### config.mk
export PLATFORM = sky130hd
export DESIGN_NAME = subsurf_sched_flat
export DESIGN_NICKNAME = d
export VERILOG_FILES = /design/src/rtl/subsurf_sched_if.sv /design/src/rtl/subsurf_sched.sv /design/src/flat_wrapper.sv
export SDC_FILE = /design/constraint.sdc
export NUM_CORES = 1
export LEC_CHECK = 0
export ABC_AREA = 1
export CORE_AREA = 3 3 153 155
export DETAILED_ROUTE_END_ITERATION = 6
export DIE_AREA = 0 0 156 158
export SLEW_MARGIN = 20
export SYNTH_ARGS = -nofsm -noshare
export SYNTH_HDL_FRONTEND = slang
export SYNTH_SLANG_ARGS = --single-unit
### constraint.sdc
create_clock -name clk -period 4 [get_ports clk]
set_clock_uncertainty 0.15 [all_clocks]
set_input_delay 1.2 -clock clk [delete_from_list [all_inputs] [get_ports clk]]
set_output_delay 1.2 -clock clk [all_outputs]
set_load 0.01 [all_outputs]
### src/rtl/subsurf_sched_if.sv
// rtl/subsurf_sched_if.sv - shared RAM port bundle (RAM0..RAM2) driven by the scheduler
interface subsurf_sched_if #(
   parameter int ADDR_WIDTH = 11
);
   logic [2:0]              en;
   logic [3*ADDR_WIDTH-1:0] a;
   logic [11:0]             we;
   logic [95:0]             di;
   logic [31:0]             do2;

   modport master (output en, a, we, di, input do2);
   modport slave  (input en, a, we, di, output do2);
endinterface

### src/rtl/subsurf_sched.sv
// rtl/subsurf_sched.sv - multi-pass scheduler around subsurf; copies RAM2 results back into RAM0
// Optional busy-cycle counter enabled by SUBSURF_SCHED_PERF_EN.
module subsurf_sched #(
   parameter int ADDR_WIDTH = 11,
   parameter int PASS_W     = 3
) (
   input  logic                    clk,
   input  logic                    rst,
   input  logic                    start_i,
   input  logic [PASS_W-1:0]       passes_i,
   output logic                    busy_o,
   output logic                    done_o,
   output logic [PASS_W-1:0]       pass_idx_o,
   output logic                    overflow_o,
   output logic [31:0]             perf_cycles_o,
   output logic                    eng_start_o,
   input  logic                    eng_busy_i,
   input  logic [31:0]             eng_word_count_i,
   input  logic [2:0]              eng_en_i,
   input  logic [3*ADDR_WIDTH-1:0] eng_a_i,
   input  logic [11:0]             eng_we_i,
   input  logic [95:0]             eng_di_i,
   subsurf_sched_if.master         ram
);
   typedef enum logic [2:0] {
      S_IDLE, S_LAUNCH, S_ARM, S_WAIT, S_CHECK, S_COPY, S_DONE
   } state_t;

   localparam logic [32:0]         WC_MAX  = 33'd1 << ADDR_WIDTH;
   localparam logic [ADDR_WIDTH:0] RD_ONE  = 1;
   localparam logic [PASS_W-1:0]   PASS_ONE = 1;

   state_t                state_q;
   logic                  busy_q, done_q, eng_start_q, overflow_q;
   logic [PASS_W-1:0]     npass_q, pass_idx_q;
   logic [ADDR_WIDTH:0]   wc_q, rd_addr_q;
   logic                  wr_valid_q;
   logic [ADDR_WIDTH-1:0] wr_addr_q;
   logic                  start_ok;
   logic                  rd_active;

   assign start_ok  = start_i && !eng_busy_i;
   assign rd_active = (state_q == S_COPY) && (rd_addr_q < wc_q);

   always_ff @(posedge clk) begin
      if (rst) begin
         state_q     <= S_IDLE;
         busy_q      <= 1'b0;
         done_q      <= 1'b0;
         eng_start_q <= 1'b0;
         overflow_q  <= 1'b0;
         npass_q     <= '0;
         pass_idx_q  <= '0;
         wc_q        <= '0;
         rd_addr_q   <= '0;
         wr_valid_q  <= 1'b0;
         wr_addr_q   <= '0;
      end else begin
         done_q      <= 1'b0;
         eng_start_q <= 1'b0;
         wr_valid_q  <= 1'b0;
         case (state_q)
            S_IDLE: begin
               if (start_ok) begin
                  npass_q    <= passes_i;
                  pass_idx_q <= '0;
                  overflow_q <= 1'b0;
                  busy_q     <= 1'b1;
                  if (passes_i == '0) begin
                     state_q <= S_DONE;
                     done_q  <= 1'b1;
                  end else begin
                     state_q     <= S_LAUNCH;
                     eng_start_q <= 1'b1;
                  end
               end
            end
            S_LAUNCH: state_q <= S_ARM;
            // engine busy lags its start by a cycle, so ARM never looks at it
            S_ARM:    state_q <= S_WAIT;
            S_WAIT: begin
               if (!eng_busy_i) state_q <= S_CHECK;
            end
            S_CHECK: begin
               wc_q      <= eng_word_count_i[ADDR_WIDTH:0];
               rd_addr_q <= '0;
               if ({1'b0, eng_word_count_i} > WC_MAX) begin
                  overflow_q <= 1'b1;
                  state_q    <= S_DONE;
                  done_q     <= 1'b1;
               end else if (pass_idx_q == npass_q - PASS_ONE) begin
                  state_q <= S_DONE;
                  done_q  <= 1'b1;
               end else begin
                  state_q <= S_COPY;
               end
            end
            S_COPY: begin
               wr_valid_q <= rd_active;
               wr_addr_q  <= rd_addr_q[ADDR_WIDTH-1:0];
               // the final write drains in the same cycle the read side finds itself done
               if (rd_active) begin
                  rd_addr_q <= rd_addr_q + RD_ONE;
               end else begin
                  pass_idx_q  <= pass_idx_q + PASS_ONE;
                  state_q     <= S_LAUNCH;
                  eng_start_q <= 1'b1;
               end
            end
            S_DONE: begin
               busy_q  <= 1'b0;
               state_q <= S_IDLE;
            end
            default: state_q <= S_IDLE;
         endcase
      end
   end

   always_comb begin
      ram.en = '0;
      ram.a  = '0;
      ram.we = '0;
      ram.di = '0;
      case (state_q)
         S_LAUNCH, S_ARM, S_WAIT: begin
            ram.en = eng_en_i;
            ram.a  = eng_a_i;
            ram.we = eng_we_i;
            ram.di = eng_di_i;
         end
         S_COPY: begin
            if (rd_active) begin
               ram.en[2]                          = 1'b1;
               ram.a[2*ADDR_WIDTH +: ADDR_WIDTH]  = rd_addr_q[ADDR_WIDTH-1:0];
            end
            if (wr_valid_q) begin
               ram.en[0]                = 1'b1;
               ram.we[3:0]              = 4'hF;
               ram.a[ADDR_WIDTH-1:0]    = wr_addr_q;
               ram.di[31:0]             = ram.do2;
            end
         end
         default: ;
      endcase
   end

`ifdef SUBSURF_SCHED_PERF_EN
   logic [31:0] perf_q, perf_d;

   always_comb begin
      perf_d = perf_q;
      if (state_q == S_IDLE && start_ok) perf_d = '0;
      else if (busy_q && perf_q != 32'hFFFF_FFFF) perf_d = perf_q + 32'd1;
   end

   always_ff @(posedge clk) begin
      if (rst) perf_q <= '0;
      else     perf_q <= perf_d;
   end

   assign perf_cycles_o = perf_q;
`else
   assign perf_cycles_o = 32'd0;
`endif

   assign busy_o      = busy_q;
   assign done_o      = done_q;
   assign pass_idx_o  = pass_idx_q;
   assign overflow_o  = overflow_q;
   assign eng_start_o = eng_start_q;
endmodule

### src/flat_wrapper.sv
// flat-port wrapper written by rule: the top's interface ports become plain ports
module subsurf_sched_flat 
#(
   parameter int ADDR_WIDTH = 11,
   parameter int PASS_W     = 3
)
  (clk, rst, start_i, passes_i, busy_o, done_o, pass_idx_o, overflow_o, perf_cycles_o, eng_start_o, eng_busy_i, eng_word_count_i, eng_en_i, eng_a_i, eng_we_i, eng_di_i, ram_en, ram_a, ram_we, ram_di, ram_do2);
  subsurf_sched_if #(.ADDR_WIDTH(ADDR_WIDTH)) ram_i ();
  input  logic clk;
  input  logic rst;
  input  logic start_i;
  input  logic [PASS_W-1:0] passes_i;
  output logic busy_o;
  output logic done_o;
  output logic [PASS_W-1:0] pass_idx_o;
  output logic overflow_o;
  output logic [31:0] perf_cycles_o;
  output logic eng_start_o;
  input  logic eng_busy_i;
  input  logic [31:0] eng_word_count_i;
  input  logic [2:0] eng_en_i;
  input  logic [3*ADDR_WIDTH-1:0] eng_a_i;
  input  logic [11:0] eng_we_i;
  input  logic [95:0] eng_di_i;
  output wire logic [$bits(ram_i.en)-1:0] ram_en;
  output wire logic [$bits(ram_i.a)-1:0] ram_a;
  output wire logic [$bits(ram_i.we)-1:0] ram_we;
  output wire logic [$bits(ram_i.di)-1:0] ram_di;
  input wire logic [$bits(ram_i.do2)-1:0] ram_do2;
  assign ram_en = ram_i.en;
  assign ram_a = ram_i.a;
  assign ram_we = ram_i.we;
  assign ram_di = ram_i.di;
  assign ram_i.do2 = ram_do2;
  subsurf_sched #(.ADDR_WIDTH(ADDR_WIDTH), .PASS_W(PASS_W)) u_core (.clk(clk), .rst(rst), .start_i(start_i), .passes_i(passes_i), .busy_o(busy_o), .done_o(done_o), .pass_idx_o(pass_idx_o), .overflow_o(overflow_o), .perf_cycles_o(perf_cycles_o), .eng_start_o(eng_start_o), .eng_busy_i(eng_busy_i), .eng_word_count_i(eng_word_count_i), .eng_en_i(eng_en_i), .eng_a_i(eng_a_i), .eng_we_i(eng_we_i), .eng_di_i(eng_di_i), .ram(ram_i));
endmodule
==> results of run 1 <==
-- sequential cells by signal, summed over array words and instances (netlist names) --
| register | count |
|---|---|
| u_core.rd_addr_q | 12 |
| u_core.wc_q | 12 |
| u_core.wr_addr_q | 11 |
| u_core.npass_q | 3 |
| u_core.pass_idx_o | 3 |
| u_core.state_q | 3 |
| u_core.busy_o | 1 |
| u_core.done_o | 1 |
| u_core.eng_start_o | 1 |
| u_core.overflow_o | 1 |
| u_core.wr_valid_q | 1 |
-- placed cells by master, fill, tap and decap left out, drive strengths merged --
master / netlist / routed
ha: 14 / 14
o21a: 1 / 1
a22oi: 1 / 1
o21ai: 36 / 36
conb: 1 / 32
dfxtp: 49 / 49
nand3: 136 / 136
nor3: 9 / 9
o31ai: 1 / 1
xnor2: 2 / 2
buf: 55 / 24
inv: 133 / 133
nand4: 5 / 5
clkdlybuf4s50: 0 / 360
and2: 1 / 1
clkinvlp: 0 / 1
a21oi: 31 / 31
dlymetal6s2s: 0 / 5
clkinv: 0 / 2
nand2: 145 / 145
a211oi: 1 / 1
nor2: 128 / 128
clkbuf: 21 / 5
xor2: 6 / 6
-- what timing repair did --
item                                    in CTS  in global routing
resized for setup                            2                 11
cloned                                       0                  0
setup buffers                                0                  0
pin swaps                                    1                  0
hold endpoints to repair                     0                  0
endpoints found under the setup margin       1                 13
-- layout make-up --
cell class              count  area [µm²]
fillers                  2369       13500
repair buffers            389        3890
multi-input cells         549        2580
flip-flops and latches     49         985
inverters                 133         499
well taps                 280         350
clock buffers               5         125
clock inverters             3        17.5
-- Yosys cell counts, types with 5 or more instances --
cell type    n
nand4_1      5
nand2_1    142
nor3_1       9
ha_1        14
buf_4       38
nor2_1     124
clkbuf_1    21
o21ai_0     30
dfxtp_1     49
inv_1      130
o21ai_1      6
buf_2       12
nand3_1    135
xor2_1       6
a21oi_1     31
buf_1        5
-- through the flow --
stage                     setup WS (ns)   util
final                            0.0141  0.385
after CTS                        0.0145  0.384
after floorplan                    1.02      -
after detailed placement         -0.150  0.377
after global routing             0.0176  0.385
after global placement           -0.173  0.377
-- how the worst max path moves through the flow --
stage,start,endpoint,cells past startpoint,slack [ns]
global route,u_core.wc_q[11],ram_a[29],11,0.02
floorplan,u_core.rd_addr_q[11],ram_a[22],9,1.02
detailed placement,eng_di_i[53],ram_di[53],5,-0.15
finish,eng_di_i[26],ram_di[26],4,0.01
global placement,eng_di_i[53],ram_di[53],5,-0.17
CTS,eng_a_i[31],ram_a[31],4,0.01
-- worst max-delay path: cells and delay by family --
kind | cells | cell delay (ns)
simple gates | 2 | 0.35
buf+inv | 2 | 1.09
-- report_power, final --
| group | internal (mW) | total (mW) | switching (mW) |
|---|---|---|---|
| registers | 0.500 | 0.508 | 0.00740 |
| logic | 0.648 | 1.26 | 0.612 |
| clock network | 0.230 | 0.416 | 0.187 |
-- metal layers --
| layer | up-vias | track usage | share of wire |
|---|---|---|---|
| li1 | 3048 | - | - |
| met1 | 2816 | 0.243 | 0.44 |
| met2 | 231 | 0.310 | 0.49 |
| met3 | 22 | 0.0293 | 0.061 |
| met4 | 0 | 0.0332 | 0.012 |
| met5 | - | 0 | 0 |
-- logic make-up (layout without fill, tap and decap cells) --
logic type                 count (synthesis)  count (layout)  synth area share
and+or+nand+nor                          424             424             0.419
DFF                                       49              49             0.224
buffers and inverters                    209             530             0.216
AOI/OAI and AO/OA                         71              71            0.0836
xor gates and xnor gates                   8               8            0.0160
other                                      1              32          0.000858
adders and majority gates                 14              14            0.0401
==> flow_metrics.tcl, run 1 <==
set metrics [dict create \
    drc_errors 0 \
    finalCritPeriodShare 0.996 \
    finalPower_mw 2.18 \
    setup_viol 0 \
    clock_path_buffers 2 \
    dieArea_mm2 0.0246 \
    htreeDepth 2 \
    min_path_cells 2 \
    grt_pass1_wl_um 34500 \
    wire_per_inst_um 17.5 \
    nNetsFinal 1356 \
    worstSetupEndpointType "primary output" \
    hold_path.startpoint "u_core.wr_addr_q[10]" \
    stdcell_area_mm2 0.00845 \
    irDropWorstVdd_v 0.000144 \
    path_cells "clkdlybuf4s50_1 > nand3_1 > nand2_1 > clkdlybuf4s50_1" \
    core_mm2 0.0220 \
    synth_area_leader_cell "dfxtp_1" \
    synth_flop_cell "dfxtp_1" \
    cts_hold_buffers 0 \
    drv_cap 0 \
    ios 398 \
    vias_per_cell 4.34 \
    start_util 0.199 \
    placed_area_mm2 0.00827 \
    syn_inst 776 \
    io_buffers 365 \
    async_flop_share 0 \
    hold-path-endpoint "u_core.wr_addr_q[10]" \
    routed_wirelength_um 24600 \
    vias 6117 \
    drive_above_1_share 0.0443 \
    cts_root_buffer "clkbuf_16" \
    synth_top_area_frac 0.224 \
    cp_slowest_cell "clkdlybuf4s50_1" \
    first_global_vias 5632 \
    grt_setup_unrepaired "no" \
    ys_seq_area_frac 0.224 \
    overflow 0 \
    min_period_ns 3.99 \
    first_iter_violations 496 \
    grt_max_degree 64 \
    ys_warn_count 0 \
    n_antenna_cell 0 \
    clk_latency_ns 0.29 \
    reg2reg_depth 8 \
    fin_tns_setup_ns 0 \
    required_ns 2.65 \
    num_rows 54 \
    finish.cell_count_without_fillers 1408 \
    whs_ns 0.312 \
    cts.clk_slew.worst_paths_ns 0.06 \
    tightest_slew_ns 1.04 \
    rr_startpoint "u_core.state_q[0]" \
    synth_edf_count 0 \
    die_w_um 156 \
    status "finished clean" \
    ant_nets 0 \
    slew_violations 0 \
    synth_area_per_cell_um2 5.63 \
    critPathMaxStageDelay_ns 0.55 \
    hpwl_um 20200 \
    finalWeightedCongestion 0.895 \
    antenna_found_initial 0 \
    cts_sinks 49 \
    maxSlewHeadroom 0.307 \
    die_h_um 158 \
    regToRegEndpoint "u_core.state_q[1]" \
    area_delta_synth_final_pct 93.3 \
    path_class "in -> out" \
    syn_area_mm2 0.00437 \
    hold_violations 0 \
    path_max_fanout 1 \
    cts_made_buffers 5 \
    track_usage 0.181 \
    r2r_slack_ns 1.68 \
    dp_cells 1400 \
    yosysUniqueCellTypes 28 \
    leakagePower_nw 3.80 \
    max_freq_mhz 251 \
    ys_ff_latch 49 \
    power_density_mw_per_mm2 258 \
    hold_class "reg -> reg" \
    crit_path_start_kind "input port" \
    cts_tree "yes" \
    synth_area_leaders "dfxtp_1, nand3_1, nand2_1, inv_1, nor2_1" \
    dr.pass1.iters 5 \
    critPathMostFrequentCell "clkdlybuf4s50_1" \
    crit_arrival_ns 2.64 \
]
No activity file was read; power rests on OpenSTA's default activity.
==> run 2: changes to the inputs <==
- ABC_CLOCK_PERIOD_IN_PS: not set -> 4000
- CORE_AREA: 3 3 153 155 -> 3 3 152 154
- DIE_AREA: 0 0 156 158 -> 0 0 155 157
==> flow_metrics.tcl, run 2 (synthesis gave the netlist of run 1 again) <==
set metrics [dict create \
    ios 398 \
    dr_wl_met2_um 13000 \
    vias 6065 \
    grt_setup_unrepaired "no" \
    rr_startpoint "u_core.state_q[0]" \
    finalCritPeriodShare 0.989 \
    routed-wl-met3_um 1970 \
    area_delta_synth_final_pct 94.6 \
    power_density_mw_per_mm2 269 \
    vias_per_cell 4.29 \
    wire_per_inst_um 19.0 \
    min_period_ns 3.96 \
    max_freq_mhz 253 \
    crit_arrival_ns 2.61 \
    track_usage 0.205 \
    htreeDepth 2 \
    place_ws_ns -0.174 \
    drc_errors 0 \
    setup_viol 0 \
    slew_violations 0 \
    num_rows 54 \
    finalWeightedCongestion 0.939 \
    reg2reg_depth 8 \
    first_global_vias 5703 \
    regToRegEndpoint "u_core.state_q[1]" \
    leakagePower_nw 3.81 \
    dieArea_mm2 0.0243 \
    worstSetupEndpointType "primary output" \
    cts_setup_buffers 0 \
    cts_made_buffers 5 \
    maxSlewHeadroom 0.324 \
    nNetsFinal 1359 \
    top_layer_used "met5" \
    crit_end "ram_di[90]" \
    stdcell_area_mm2 0.00851 \
    cts_sinks 49 \
    ant_nets 0 \
    hold_class "reg -> reg" \
    status "finished clean" \
    final_cell_mix "clkdlybuf4s50_1, nand2_1, nand3_1" \
    placed_area_mm2 0.00830 \
    start_util 0.200 \
    hpwl_um 22400 \
    core_mm2 0.0218 \
    dr.pass1.iters 5 \
    die_h_um 157 \
    cts.clk_slew.worst_paths_ns 0.07 \
    grt_max_degree 55 \
    cp-startpoint "eng_di_i[90]" \
    overflow 0 \
    antenna_found_initial 5 \
    reg_top3 "u_core.rd_addr_q x12, u_core.wc_q x12, u_core.wr_addr_q x11" \
    crit_path_start_kind "input port" \
    routed_wirelength_um 26800 \
    path_class "in -> out" \
    fin_ws_ns 0.0443 \
    io_buffers 365 \
    clk_latency_ns 0.29 \
    grt_pass1_wl_um 37700 \
    cts_root_buffer "clkbuf_16" \
    path_max_fanout 1 \
    required_ns 2.65 \
    drive_above_1_share 0.0477 \
    die_w_um 155 \
    clock_path_buffers 2 \
    first_iter_violations 330 \
    wl_met1_um 11300 \
    drv_cap 0 \
    hold_violations 0 \
    utilization 0.390 \
    cts_tree "yes" \
    irDropWorstVdd_v 0.000163 \
    tightest_slew_ns 1.01 \
    final_common_cell "clkdlybuf4s50_1" \
    r2r_slack_ns 1.49 \
]
[run 2: layer usage]
layer / global-route usage / up-vias
met1: 0.260 / 2776
met4: 0.0429 / 6
met3: 0.0550 / 23
met2: 0.351 / 212
met5: 0 / -
li1: - / 3048
[run 2: power breakdown]
group          total (mW)  switching (mW)  internal, mW
Combinational        1.28           0.638         0.645
Clock               0.501           0.189         0.312
Sequential          0.507         0.00702         0.500
[run 2: per-stage QoR]
stage	TNS, ns	cells	hold slack [ns]	power (mW)
after floorplan	0	807	0.283	1.00
after detailed placement	-0.196	1403	0.305	1.80
final	0	1413	0.316	2.29
after global placement	-0.275	1403	0.298	1.81
after global routing	0	1413	0.339	2.42
after CTS	0	1411	0.315	2.32
[run 2: what timing repair did]
action | CTS | global route
endpoints found under the hold margin | 0 | 0
hold buffers | 0 | 0
setup endpoints to repair | 3 | 7
resized for setup | 5 | 7
pin swaps | 1 | 0
[run 2: cell type report]
class	count	area (µm²)
Clock buffer	6	139
Sequential cell	49	982
Clock inverter	2	37.5
Inverter	133	499
Fill cell	2340	13300
Multi-Input combinational cell	549	2590
Tap cell	280	350
Antenna cell	2	5.00
Timing Repair Buffer	392	3900
[run 2: worst max-delay path, stage by stage]
cell	delay [ns]
clkdlybuf4s50_1	0.47
inv_1	0.11
nor2_1	0.14
buf_4	0.14
clkdlybuf4s50_1	0.53
[run 2: how the worst min path moves through the flow]
stage,startpoint,to,slack (ns),cells past startpoint
after global routing,u_core.npass_q[1],u_core.npass_q[1],0.34,2
after global placement,u_core.npass_q[1],u_core.npass_q[1],0.30,2
after detailed placement,u_core.npass_q[1],u_core.npass_q[1],0.31,2
after floorplan,u_core.npass_q[1],u_core.npass_q[1],0.28,2
final,u_core.wr_addr_q[5],u_core.wr_addr_q[5],0.32,2
after CTS,u_core.npass_q[1],u_core.npass_q[1],0.31,2
